===== src/rtl/col_parity_pkg.sv =====
// Shared types and constants for the column-parity sequencer.
// Pulled in by the controller and page counter via import col_parity_pkg::*.
package col_parity_pkg;

    typedef enum logic [2:0] {
        IDLE,
        LOAD,
        CALC,
        STORE,
        DONE,
        FIN
    } state_t;

    localparam int PAGE_W        = 25;
    localparam int DEF_NUM_PAGES = 64;

endpackage


===== src/rtl/col_parity_seq_ctrl_if.sv =====
// Handshake and strobe bundle between host, controller and datapath.
// The stall signal exists only when COLPAR_STALL_EN is defined.
interface col_parity_seq_ctrl_if #(
    parameter int IDX_W = 6
);
    logic             start;
    logic             ready;
    logic             done;
    logic [IDX_W-1:0] page_index;
    logic             clr_dp;
    logic             ld_in;
    logic             calc_en;
    logic             ld_out;
`ifdef COLPAR_STALL_EN
    logic             stall;

    modport master (output start, stall,
                    input  ready, done, page_index, clr_dp, ld_in, calc_en, ld_out);
    modport slave  (input  start, stall,
                    output ready, done, page_index, clr_dp, ld_in, calc_en, ld_out);
`else
    modport master (output start,
                    input  ready, done, page_index, clr_dp, ld_in, calc_en, ld_out);
    modport slave  (input  start,
                    output ready, done, page_index, clr_dp, ld_in, calc_en, ld_out);
`endif
endinterface


===== src/rtl/col_parity_page_cnt.sv =====
// Page address counter: synchronous clear, increment, and terminal flag
// asserted when the last page of a run is addressed.
module col_parity_page_cnt
    import col_parity_pkg::*;
#(
    parameter int NUM_PAGES = DEF_NUM_PAGES,
    parameter int IDX_W     = 6
) (
    input  logic             clk,
    input  logic             clr,
    input  logic             inc,
    output logic [IDX_W-1:0] idx,
    output logic             last
);

    always_ff @(posedge clk) begin
        if (clr) begin
            idx <= '0;
        end else if (inc) begin
            idx <= idx + 1'b1;
        end
    end

    assign last = (idx == IDX_W'(NUM_PAGES - 1));

endmodule


===== src/rtl/col_parity_seq_ctrl.sv =====
// Sequencer for the column-parity datapath: LOAD/CALC/STORE/DONE per page over a run.
// Optional COLPAR_STALL_EN adds a stall input that freezes the run in its active states.
module col_parity_seq_ctrl
    import col_parity_pkg::*;
#(
    parameter int NUM_PAGES   = DEF_NUM_PAGES,
    parameter int IDX_W       = 6,
    parameter int CALC_CYCLES = 1,
    parameter int CNT_W       = 4
) (
    input  logic                 clk,
    input  logic                 reset,
    col_parity_seq_ctrl_if.slave bus
);

    localparam logic [CNT_W-1:0] CALC_LAST = CNT_W'(CALC_CYCLES - 1);

    state_t           state;
    logic [CNT_W-1:0] cnt;
    logic             ready_q;
    logic             ld_in_q;
    logic             calc_q;
    logic             ld_out_q;
    logic             done_q;
    logic             hold;
    logic             last;
    logic             pg_clr;
    logic             pg_inc;
    logic [IDX_W-1:0] idx;

`ifdef COLPAR_STALL_EN
    assign hold = bus.stall && (state inside {LOAD, CALC, STORE, DONE});
`else
    assign hold = 1'b0;
`endif

    assign pg_clr = reset || (state == FIN && !bus.start);
    assign pg_inc = !reset && !hold && state == DONE && !last;

    col_parity_page_cnt #(
        .NUM_PAGES (NUM_PAGES),
        .IDX_W     (IDX_W)
    ) u_page_cnt (
        .clk  (clk),
        .clr  (pg_clr),
        .inc  (pg_inc),
        .idx  (idx),
        .last (last)
    );

    // Strobe registers are loaded with the value for the state being entered
    always_ff @(posedge clk) begin
        if (reset) begin
            state    <= IDLE;
            cnt      <= '0;
            ready_q  <= 1'b1;
            ld_in_q  <= 1'b0;
            calc_q   <= 1'b0;
            ld_out_q <= 1'b0;
            done_q   <= 1'b0;
        end else if (!hold) begin
            case (state)
                IDLE: begin
                    if (bus.start) begin
                        state   <= LOAD;
                        ready_q <= 1'b0;
                        ld_in_q <= 1'b1;
                    end
                end
                LOAD: begin
                    state   <= CALC;
                    cnt     <= '0;
                    ld_in_q <= 1'b0;
                    calc_q  <= 1'b1;
                end
                CALC: begin
                    if (cnt == CALC_LAST) begin
                        state    <= STORE;
                        calc_q   <= 1'b0;
                        ld_out_q <= 1'b1;
                    end else begin
                        cnt <= cnt + 1'b1;
                    end
                end
                STORE: begin
                    state    <= DONE;
                    ld_out_q <= 1'b0;
                    done_q   <= 1'b1;
                end
                DONE: begin
                    done_q <= 1'b0;
                    if (last) begin
                        state <= FIN;
                    end else begin
                        state   <= LOAD;
                        ld_in_q <= 1'b1;
                    end
                end
                FIN: begin
                    if (!bus.start) begin
                        state   <= IDLE;
                        ready_q <= 1'b1;
                    end
                end
                default: begin
                    state   <= IDLE;
                    ready_q <= 1'b1;
                end
            endcase
        end
    end

    // clr_dp is the only strobe taken straight from start: it marks the IDLE->LOAD edge itself
    assign bus.ready      = ready_q || reset;
    assign bus.clr_dp     = ready_q && bus.start && !reset;
    assign bus.ld_in      = ld_in_q && !hold && !reset;
    assign bus.calc_en    = calc_q && !hold && !reset;
    assign bus.ld_out     = ld_out_q && !hold && !reset;
    assign bus.done       = done_q && !reset;
    assign bus.page_index = reset ? '0 : idx;

endmodule

===== src/flat_wrapper.sv =====
// flat-port wrapper written by rule: the top's interface ports become plain ports
module col_parity_seq_ctrl_flat import col_parity_pkg::*;
#(
    parameter int NUM_PAGES   = DEF_NUM_PAGES,
    parameter int IDX_W       = 6,
    parameter int CALC_CYCLES = 1,
    parameter int CNT_W       = 4
)
  (clk, reset, bus_start, bus_ready, bus_done, bus_page_index, bus_clr_dp, bus_ld_in, bus_calc_en, bus_ld_out);
  col_parity_seq_ctrl_if #(.IDX_W(IDX_W)) bus_i ();
  input  logic clk;
  input  logic reset;
  input wire logic [$bits(bus_i.start)-1:0] bus_start;
  output wire logic [$bits(bus_i.ready)-1:0] bus_ready;
  output wire logic [$bits(bus_i.done)-1:0] bus_done;
  output wire logic [$bits(bus_i.page_index)-1:0] bus_page_index;
  output wire logic [$bits(bus_i.clr_dp)-1:0] bus_clr_dp;
  output wire logic [$bits(bus_i.ld_in)-1:0] bus_ld_in;
  output wire logic [$bits(bus_i.calc_en)-1:0] bus_calc_en;
  output wire logic [$bits(bus_i.ld_out)-1:0] bus_ld_out;
  assign bus_i.start = bus_start;
  assign bus_ready = bus_i.ready;
  assign bus_done = bus_i.done;
  assign bus_page_index = bus_i.page_index;
  assign bus_clr_dp = bus_i.clr_dp;
  assign bus_ld_in = bus_i.ld_in;
  assign bus_calc_en = bus_i.calc_en;
  assign bus_ld_out = bus_i.ld_out;
  col_parity_seq_ctrl #(.NUM_PAGES(NUM_PAGES), .IDX_W(IDX_W), .CALC_CYCLES(CALC_CYCLES), .CNT_W(CNT_W)) u_core (.clk(clk), .reset(reset), .bus(bus_i));
endmodule

===== config.mk =====
export PLATFORM = sky130hd
export DESIGN_NAME = col_parity_seq_ctrl_flat
export DESIGN_NICKNAME = d
export VERILOG_FILES = /design/src/rtl/col_parity_pkg.sv /design/src/rtl/col_parity_seq_ctrl_if.sv /design/src/rtl/col_parity_page_cnt.sv /design/src/rtl/col_parity_seq_ctrl.sv /design/src/flat_wrapper.sv
export SDC_FILE = /design/constraint.sdc
export NUM_CORES = 1
export LEC_CHECK = 0
export ABC_CLOCK_PERIOD_IN_PS = 2200
export CELL_PAD_IN_SITES_DETAIL_PLACEMENT = 0
export CELL_PAD_IN_SITES_GLOBAL_PLACEMENT = 2
export CORE_ASPECT_RATIO = 0.6
export CORE_UTILIZATION = 32
export DETAILED_ROUTE_END_ITERATION = 16
export DONT_BUFFER_PORTS = 1
export PLACE_DENSITY_LB_ADDON = 0.25
export SYNTH_ARGS = -nofsm -noshare
export SYNTH_HDL_FRONTEND = slang
export SYNTH_HIERARCHICAL = 1
export SYNTH_SLANG_ARGS = --single-unit

===== constraint.sdc =====
create_clock -name clk -period 2.2 [get_ports clk]
set_input_delay 0.22 -clock clk [delete_from_list [all_inputs] [get_ports clk]]
set_output_delay 0.22 -clock clk [all_outputs]
set_load 0.01 [all_outputs]

==> flow_metrics.py, run 1 <==
metrics = {
    "status": {
        "status": "complete, no violations",
    },
    "critical_path": {
        "r2r-start": "u_core/u_page_cnt/idx[0]",
        "crit_start": "u_core/u_page_cnt/idx[0]",
        "rrSetupSlack_ps": 200,
        "reg2reg_to": "u_core/u_page_cnt/idx[5]",
        "cp_max_fo": 4,
        "ff2ff_path_depth": 7,
        "critPathRequiredTime_ps": 2380,
        "cp-end-kind": "register",
        "start_kind": "register",
        "crit_arrival_ps": 2180,
        "criticalPathCategory": "register to register",
    },
    "routing": {
        "first_pass_iters": 4,
        "drc": 0,
        "final_antenna_net_count": 0,
        "vias_per_cell": 4.897,
        "drt-total-wl_microns": 2151,
        "dr_total_vias": 808,
        "drtIter0Drc": 65,
        "route.detailed.wl_per_inst_microns": 13.04,
    },
    "synthesis": {
        "synthCells": 120,
        "syn-cell-area_sq_um": 992.2,
        "yosysSeqAreaShare": 0.3632,
        "synth_cell_types": 37,
        "synth_fp_nets": 126,
        "synth_area_leaders": "dfxtp_1, nor2b_1, nor2_1",
        "yosys.area.top_type": "dfxtp_1",
        "netlist.area_leader.share": 0.3632,
        "post_synth.cell_area_avg_sq_um": 8.268,
        "yosys_warnings": 6,
        "ys_ff_latch": 18,
    },
    "layout": {
        "seq_area_sq_um": 360.3,
        "final_nets": 131,
        "fillers": 312,
        "multiInputGateArea_sq_um": 585.6,
        "drive_gt1_frac": 0.1057,
        "area_growth_pct": 11.22,
        "n_antenna_cell": 0,
        "utilization": 0.3794,
    },
    "power_and_ir_drop": {
        "finalPower_uw": 758.8,
        "p_leak_uw": 0.0004087,
        "power.internal_uw": 545.4,
        "combPwrFrac": 0.212,
        "p_clk_frac": 0.294,
        "pwr-share-seq": 0.494,
        "p_sw_uw": 213.4,
        "vdd_drop_max_uv": 298.1,
        "p_sw_frac": 0.2812,
        "cellPowerDensity_nw_per_um2": 687.5,
    },
    "sta": {
        "whs_ps": 35.25,
        "layout_setup_ws_ps": 204.3,
        "fin_crit_sh": 0.9071,
        "period_minus_slack_ps": 1996,
        "setup_tns_ps": 0,
        "fmax_mhz": 501.1,
        "finalHoldViolations": 0,
        "tightest_slew_ps": 492.6,
        "slew-limit-headroom": 0.6686,
        "setup_viol": 0,
        "slew_viol_final": 0,
        "rsz0062_at_grt": "no",
        "skew_ps": 4.211,
    },
    "run": {
        "drv_cap": 0,
    },
    "clock_network": {
        "cts_hold_buf": 0,
        "cts_made_buffers": 3,
        "postCtsResizedCells": 0,
        "cts_root_buf": "clkbuf_8",
        "clock_sinks": 18,
        "clk_pin_slew_ps": 60,
        "insertion_delay_ps": 250,
        "clockBufferDepth": 2,
        "htree_levels": 1,
        "post_cts_buffers": 0,
        "cts_tree": "yes",
    },
    "floorplanning": {
        "start_util": 0.3411,
        "row_count": 15,
        "io_pins": 15,
        "core_sq_um": 2909,
        "die_w_microns": 73.89,
        "die_h_microns": 45.13,
        "die_area_sq_um": 3334,
    },
    "grt": {
        "overflow": 0,
        "grt_use_met1": 0.2368,
        "grt_max_degree": 24,
        "antenna_found_initial": 0,
        "grt_pass1_wl_microns": 3732,
        "grt_use_met2": 0.2018,
        "globalRouteMet3Util": 0.04688,
        "track_usage": 0.1547,
        "grt-busiest-layer": "met1",
        "grt_pass1_vias": 759,
    },
    "min_path": {
        "hold_depth": 1,
        "hold_path.startpoint": "reset",
        "worstHoldPathType": "input port to register",
        "holdPathEnd": "u_core/done_q",
    },
    "placed_design": {
        "hpwl_microns": 1623,
        "dp_slack_ps": 280.6,
        "port_buffers": 0,
        "gp_congestion": 0.7204,
    },
}
Yosys cell counts:
cell type,count
mux2i_1,2
a31oi_1,1
and3_1,1
and2b_1,1
a2bb2oi_1,1
or2_2,1
clkbuf_1,2
nand4_1,2
dfxtp_1,18
xor2_1,5
o22ai_1,1
nand4b_1,1
a21boi_1,1
ha_1,3
a21oi_1,8
or3_1,2
o21ai_1,3
nor4bb_1,1
o21ai_0,2
nor4_1,1
buf_2,4
or4b_1,1
inv_1,5
nand3_1,1
o211ai_1,2
nor3_1,3
nand4_2,1
nand2_1,6
nor2_1,16
o31ai_1,1
nor3b_2,1
maj3_1,1
nor4b_2,1
xnor2_1,3
nor2b_1,12
a211oi_1,2
nand2b_1,3
placed cells by master (no fill, tap or decap), types with 5 or more instances in the layout:
cell and count:
nor2_1 16, xor2_1 5, inv_1 5, a21oi_1 8, buf_4 6, dfxtp_1 18, nor2b_1 12, nand2_1 6
through the flow:
step	cells	instance area (sq um)
5_1_grt	165	1104
6_report	165	1104
3_3_place_gp	162	1062
4_1_cts	165	1104
2_1_floorplan	120	992.2
3_5_place_dp	162	1062
state kept, by name, summed over array words and instances (netlist names):
| signal | flops |
|---|---|
| u_core/state | 3 |
| u_core/ready_q | 1 |
| u_core/done_q | 1 |
| u_core/cnt | 4 |
| u_core/ld_out_q | 1 |
| u_core/ld_in_q | 1 |
| u_core/calc_q | 1 |
| u_core/u_page_cnt/idx | 6 |
worst max path at each step:
stage / slack, ps / end / cells past startpoint
after floorplan: 100 / u_core/u_page_cnt/idx[5] / 7
after global routing: 80 / u_core/u_page_cnt/idx[5] / 7
final: 200 / u_core/u_page_cnt/idx[5] / 7
after CTS: 260 / u_core/u_page_cnt/idx[5] / 7
after detailed placement: 280 / u_core/u_page_cnt/idx[5] / 7
after global placement: 390 / u_core/u_page_cnt/idx[5] / 7
critical path: stages, from the launching register on:
cell and delay, ps:
dfxtp_1 350, ha_1 240, nand3_1 90, nor2_1 70, nor4_1 440, nand4_2 200, or3_1 390, a21oi_1 140
layer usage:
layer,vias to the layer above,share of wire
li1,422,-
met1,366,0.58
met2,18,0.35
met3,2,0.052
met4,0,0.010
met5,-,0
cell families (layout without fill, tap and decap cells):
family | count (synthesis) | in the layout | share of synthesized area
buffers and inverters | 11 | 14 | 0.04666
AOI/OAI and AO/OA | 22 | 22 | 0.1324
DFF | 18 | 18 | 0.3632
muxes | 2 | 2 | 0.02018
adders and majority gates | 4 | 4 | 0.04792
and+or+nand+nor | 55 | 55 | 0.3190
xor gates and xnor gates | 8 | 8 | 0.07062
power groups by stage:
stage | Sequential, uW | Combinational (uW) | Clock, uW
after global placement | 382 | 161 | 0
after CTS | 375 | 161 | 233
after detailed placement | 382 | 160 | 0
after global routing | 378 | 181 | 248
after floorplan | 374 | 137 | 0
final | 375 | 161 | 223
final cells by class:
cell class                      count  share of cell area
Multi-Input combinational cell     91              0.5306
Sequential cell                    18              0.3265
Tap cell                           42             0.04762
Timing Repair Buffer                6             0.04082
Clock buffer                        3             0.03741
Inverter                            5             0.01701
Power figures use the tool's default switching activity.
==> run 2, diff against run 1 <==
--- a/config.mk
+++ b/config.mk
@@ -12,7 +12,8 @@
 export CORE_UTILIZATION = 32
 export DETAILED_ROUTE_END_ITERATION = 16
 export DONT_BUFFER_PORTS = 1
-export PLACE_DENSITY_LB_ADDON = 0.25
+export GPL_TIMING_DRIVEN = 0
+export PLACE_DENSITY = 0.73
 export SYNTH_ARGS = -nofsm -noshare
 export SYNTH_HDL_FRONTEND = slang
 export SYNTH_HIERARCHICAL = 1
==> run 2 against run 1 <==
  * Sequential share of layout area increased by 0.074 points
  * Critical path depth unchanged
  * First-iteration DRC count is 62% lower
  * Count of clock-buffer cells in the layout unchanged
  * Critical path type unchanged
  * Global-route usage down 0.13 points
==> flow_metrics.py, run 2 (same netlist as run 1, synthesis figures left out) <==
metrics = {
    "status": {
        "status": "complete, no violations",
    },
    "routing": {
        "final_antenna_net_count": 0,
        "vias_per_cell": 5.018,
        "drtIter0Drc": 25,
        "first_pass_iters": 4,
        "route.detailed.wl_per_inst_microns": 13.45,
        "dr_total_vias": 828,
        "drc": 0,
        "drt-total-wl_microns": 2219,
    },
    "grt": {
        "grt_pass1_wl_microns": 3670,
        "overflow": 0,
        "grt_max_degree": 11,
        "grt_pass1_vias": 749,
        "antenna_found_initial": 0,
        "track_usage": 0.1534,
    },
    "layout": {
        "largestRegisters": "u_core/u_page_cnt/idx: 6 flops, u_core/cnt: 4 flops, u_core/state: 3 flops",
        "n_antenna_cell": 0,
        "regMostFlops": "u_core/u_page_cnt/idx",
        "utilization": 0.3785,
        "final_nets": 131,
        "final_common_cell": "dfxtp_1",
        "fin_cells": 165,
        "drive_gt1_frac": 0.09756,
        "largest_reg_flops": 6,
        "final_cell_mix": "dfxtp_1, nor2_1, nor2b_1",
        "area_growth_pct": 10.97,
    },
    "power_and_ir_drop": {
        "cellPowerDensity_nw_per_um2": 696.9,
        "vdd_drop_max_uv": 397.4,
        "p_leak_uw": 0.0004008,
    },
    "sta": {
        "slew-limit-headroom": 0.4709,
        "finalHoldViolations": 0,
        "setup_viol": 0,
        "skew_ps": 1.109,
        "fin_crit_sh": 0.9129,
        "tightest_slew_ps": 787.0,
        "slew_viol_final": 0,
        "fmax_mhz": 497.9,
        "rsz0062_at_grt": "no",
        "period_minus_slack_ps": 2008,
    },
    "critical_path": {
        "start_kind": "register",
        "cp-end-kind": "register",
        "r2r-start": "u_core/state[0]",
        "criticalPathCategory": "register to register",
        "cp_max_fo": 10,
        "crit_start": "u_core/state[0]",
        "crit_arrival_ps": 2190,
        "critPathRequiredTime_ps": 2380,
    },
    "floorplanning": {
        "io_pins": 15,
        "start_util": 0.3411,
        "row_count": 15,
        "die_h_microns": 45.13,
        "die_area_sq_um": 3334,
        "core_sq_um": 2909,
        "die_w_microns": 73.89,
    },
    "placed_design": {
        "placed_cells": 162,
        "gp_congestion": 0.7517,
        "hpwl_microns": 1695,
        "port_buffers": 0,
    },
    "run": {
        "drv_cap": 0,
    },
    "clock_network": {
        "htree_levels": 1,
        "cts_made_buffers": 3,
        "clock_sinks": 18,
        "clockBufferDepth": 2,
        "cts_tree": "yes",
        "cts_root_buf": "clkbuf_8",
        "insertion_delay_ps": 250,
        "clk_pin_slew_ps": 60,
    },
    "min_path": {
        "worstHoldPathType": "input port to register",
        "hold_path.startpoint": "reset",
    },
}
[run 2: what timing repair did]
| item | in CTS | in global routing |
|---|---|---|
| pin swaps | 0 | 0 |
| buffers inserted | 0 | 0 |
| resized for setup | 1 | 1 |
| hold buffers | 0 | 0 |
| setup endpoints to repair | 3 | 1 |
[run 2: stage by stage]
step           hold WS, ps  power (uW)  setup slack, ps  instance area (sq um)  TNS (ps)
2_1_floorplan        429.0       511.0            102.3                  992.2         0
3_3_place_gp         454.1       548.5           -257.4                   1045    -312.0
3_5_place_dp         472.1       548.3           -302.2                   1045    -407.0
4_1_cts              272.0       774.6            8.739                   1092         0
5_1_grt              280.0       819.0            44.20                   1101         0
6_report             286.6       767.4            191.7                   1101         0
[run 2: power breakdown]
| part | leakage (uW) | switching [uW] | internal [uW] |
|---|---|---|---|
| Clock | 0.0000216 | 101 | 121 |
| Combinational | 0.000233 | 104 | 68.0 |
| Sequential | 0.000146 | 21.5 | 352 |
| Total | 0.000401 | 226 | 542 |
[run 2: final cells by class]
cell class	count	area (sq um)
well taps	42	52.55
plain buffers	6	27.53
inverters	5	18.77
flip-flops and latches	18	360.3
fillers	317	1808
multi-input cells	91	600.6
clock buffers	3	41.29
[run 2: path summary, 6_finish.rpt]
kind	to	slack (ps)	cells after the start
setup / recovery	u_core/u_page_cnt/idx[5]	190	7
hold reg to reg	u_core/calc_q	480	2
setup reg to reg	u_core/u_page_cnt/idx[5]	190	7
hold / removal	u_core/cnt[2]	290	3
[run 2: layer usage]
| metal | vias to the layer above | share of wire | GRT usage |
|---|---|---|---|
| met5 | - | 0 | 0 |
| li1 | 423 | - | - |
| met3 | 2 | 0.053 | 0.05580 |
| met2 | 17 | 0.36 | 0.1945 |
| met4 | 0 | 0.010 | 0.04615 |
| met1 | 386 | 0.57 | 0.2334 |
[run 2: worst max-delay path, cell delays in order, from the launching register on]
cell and delay, ps:
dfxtp_1 290, buf_2 150, buf_2 190, nand2b_1 220
nor4_4 340, nand4_2 210, or3_1 390, a21oi_1 140
==> run 3, diff against run 2 <==
--- a/config.mk
+++ b/config.mk
@@ -9,11 +9,10 @@
 export CELL_PAD_IN_SITES_DETAIL_PLACEMENT = 0
 export CELL_PAD_IN_SITES_GLOBAL_PLACEMENT = 2
 export CORE_ASPECT_RATIO = 0.6
-export CORE_UTILIZATION = 32
+export CORE_UTILIZATION = 28
 export DETAILED_ROUTE_END_ITERATION = 16
-export DONT_BUFFER_PORTS = 1
 export GPL_TIMING_DRIVEN = 0
-export PLACE_DENSITY = 0.73
+export PLACE_DENSITY = 0.75
 export SYNTH_ARGS = -nofsm -noshare
 export SYNTH_HDL_FRONTEND = slang
 export SYNTH_HIERARCHICAL = 1
==> run 3 against run 2 <==
  * Routed wire length increased by 5.9%
  * Core utilization increased by 0.40 points
  * Sequential share of layout area decreased by 4.3 points
  * Global-route usage decreased by 1.9 points
  * Via count increased by 5.0%
  * Largest cell class unchanged
  * Largest power group unchanged
==> flow_metrics.py, run 3 (same netlist as run 1, synthesis figures left out) <==
metrics = {
    "sta": {
        "skew_ps": 1.186,
        "setup_viol": 0,
        "slew_viol_final": 0,
        "fin_crit_sh": 0.9425,
        "tightest_slew_ps": 849.5,
        "setup_tns_ps": 0,
        "slew-limit-headroom": 0.4289,
        "fmax_mhz": 482.3,
        "period_minus_slack_ps": 2074,
        "finalHoldViolations": 0,
    },
    "layout": {
        "final_common_cell": "dfxtp_1",
        "regMostFlops": "u_core/u_page_cnt/idx",
        "utilization": 0.3825,
        "fillers": 357,
        "fin_cells": 184,
        "n_antenna_cell": 0,
        "largestRegisters": "u_core/u_page_cnt/idx: 6 flops, u_core/cnt: 4 flops, u_core/state: 3 flops",
        "area_growth_pct": 28.12,
        "final_cell_area_sq_um": 1271,
        "largest_reg_flops": 6,
        "final_nets": 146,
        "final_cell_mix": "dfxtp_1, nor2_1, clkdlybuf4s50_1",
        "drive_gt1_frac": 0.1151,
    },
    "critical_path": {
        "crit_start": "u_core/state[0]",
        "cp-end-kind": "register",
        "ff2ff_path_depth": 7,
        "crit_family": "simple AND/OR/NAND/NOR gates",
        "rrSetupSlack_ps": 130,
        "criticalPathCategory": "register to register",
        "path_common_cell": "buf_2",
        "reg2reg_to": "u_core/u_page_cnt/idx[5]",
        "crit_cells": 7,
        "endpoint": "u_core/u_page_cnt/idx[5]",
        "worst_path_max_delay_cell": "nor4_4",
        "path_cells": "buf_2 -> buf_2 -> nand2b_1 -> nor4_4 -> nand4_2 -> or3_1 -> a21oi_1",
        "cp_max_fo": 10,
        "r2r-start": "u_core/state[0]",
        "crit_arrival_ps": 2260,
        "start_kind": "register",
        "crit_buf_inv": 2,
        "max_stage_delay_ps": 430,
        "critPathRequiredTime_ps": 2390,
    },
    "routing": {
        "drtIter0Drc": 51,
        "route.detailed.wl_per_inst_microns": 12.78,
        "wl_met3_microns": 127,
        "dr_total_vias": 869,
        "vias_per_cell": 4.723,
        "drt-total-wl_microns": 2351,
        "routed.top_layer": "met4",
        "final_antenna_net_count": 0,
        "drc": 0,
        "wl_met2_microns": 890,
        "wl_met1_microns": 1313,
        "first_pass_iters": 4,
    },
    "placed_design": {
        "port_buffers": 14,
        "place_area_sq_um": 1189,
        "gp_congestion": 0.8192,
        "hpwl_microns": 1740,
        "placed_cells": 179,
    },
    "grt": {
        "grt_max_degree": 11,
        "antenna_found_initial": 0,
        "track_usage": 0.1347,
        "grt_pass1_vias": 737,
        "grt_pass1_wl_microns": 3774,
        "overflow": 0,
    },
    "power_and_ir_drop": {
        "cellPowerDensity_nw_per_um2": 665.7,
        "pwr-share-seq": 0.441,
        "p_leak_uw": 0.0004653,
        "vdd_drop_max_uv": 226.8,
        "p_clk_frac": 0.324,
        "combPwrFrac": 0.234,
        "p_sw_uw": 244.4,
        "power.internal_uw": 601.8,
        "p_sw_frac": 0.2888,
    },
    "floorplanning": {
        "row_count": 16,
        "start_util": 0.2986,
        "io_pins": 15,
        "die_area_sq_um": 3793,
        "die_h_microns": 48.11,
        "core_sq_um": 3323,
        "die_w_microns": 78.85,
    },
    "clock_network": {
        "cts_hold_buf": 0,
        "insertion_delay_ps": 250,
        "clk_pin_slew_ps": 70,
        "clockBufferDepth": 2,
        "cts_tree": "yes",
        "cts_made_buffers": 3,
        "htree_levels": 1,
        "clock_sinks": 18,
        "cts_root_buf": "clkbuf_8",
    },
    "min_path": {
        "worstHoldPathType": "register to register",
        "hold_depth": 2,
    },
    "run": {
        "drv_cap": 0,
    },
    "status": {
        "status": "complete, no violations",
    },
}
run 3: layout make-up:
cell class | count | area, sq um | share of cell area
clock buffers | 4 | 55.05 | 0.04331
plain buffers | 6 | 31.28 | 0.02461
inverters | 5 | 18.77 | 0.01476
multi-input cells | 91 | 600.6 | 0.4724
repair buffers | 15 | 147.6 | 0.1161
flip-flops and latches | 18 | 361.6 | 0.2844
well taps | 45 | 56.30 | 0.04429
run 3: how the worst min path moves through the flow:
stage | start | end | slack [ps]
6_report | u_core/calc_q | u_core/calc_q | 470
5_1_grt | u_core/calc_q | u_core/calc_q | 510
4_1_cts | u_core/calc_q | u_core/calc_q | 480
3_5_place_dp | u_core/done_q | u_core/done_q | 470
3_3_place_gp | u_core/done_q | u_core/done_q | 460
2_1_floorplan | u_core/ld_in_q | u_core/ld_in_q | 430
run 3: metrics by stage:
step	hold slack, ps	setup slack [ps]	total power [uW]
floorplan	429.0	102.3	511.0
global placement	456.2	-644.7	572.6
detailed placement	466.1	-702.4	572.3
CTS	480.0	154.6	856.7
global route	508.2	-1.197	904.5
finish	475.0	126.5	846.2
run 3: per-layer routing:
metal / vias up / GRT usage
li1: 453 / -
met1: 392 / 0.2045
met2: 22 / 0.1878
met3: 2 / 0.03364
met4: 0 / 0.03273
met5: - / 0
run 3: worst register-to-register path: stages (launching register included):
cell and delay (ps):
dfxtp_1 300, buf_2 150, buf_2 190, nand2b_1 210, nor4_4 430, nand4_2 200, or3_1 380, a21oi_1 140
run 3: what timing repair did:
item,4_1_cts,5_1_grt
resized for setup,3,2
pin swaps,0,1
setup buffers,0,1
setup endpoints to repair,5,1
run 3: power by group through the flow:
stage	logic (uW)	registers [uW]	clock network [uW]
after floorplan	137	374	0
after global placement	192	380	0
after detailed placement	191	381	0
after CTS	196	373	287
after global routing	221	378	306
final	198	374	275
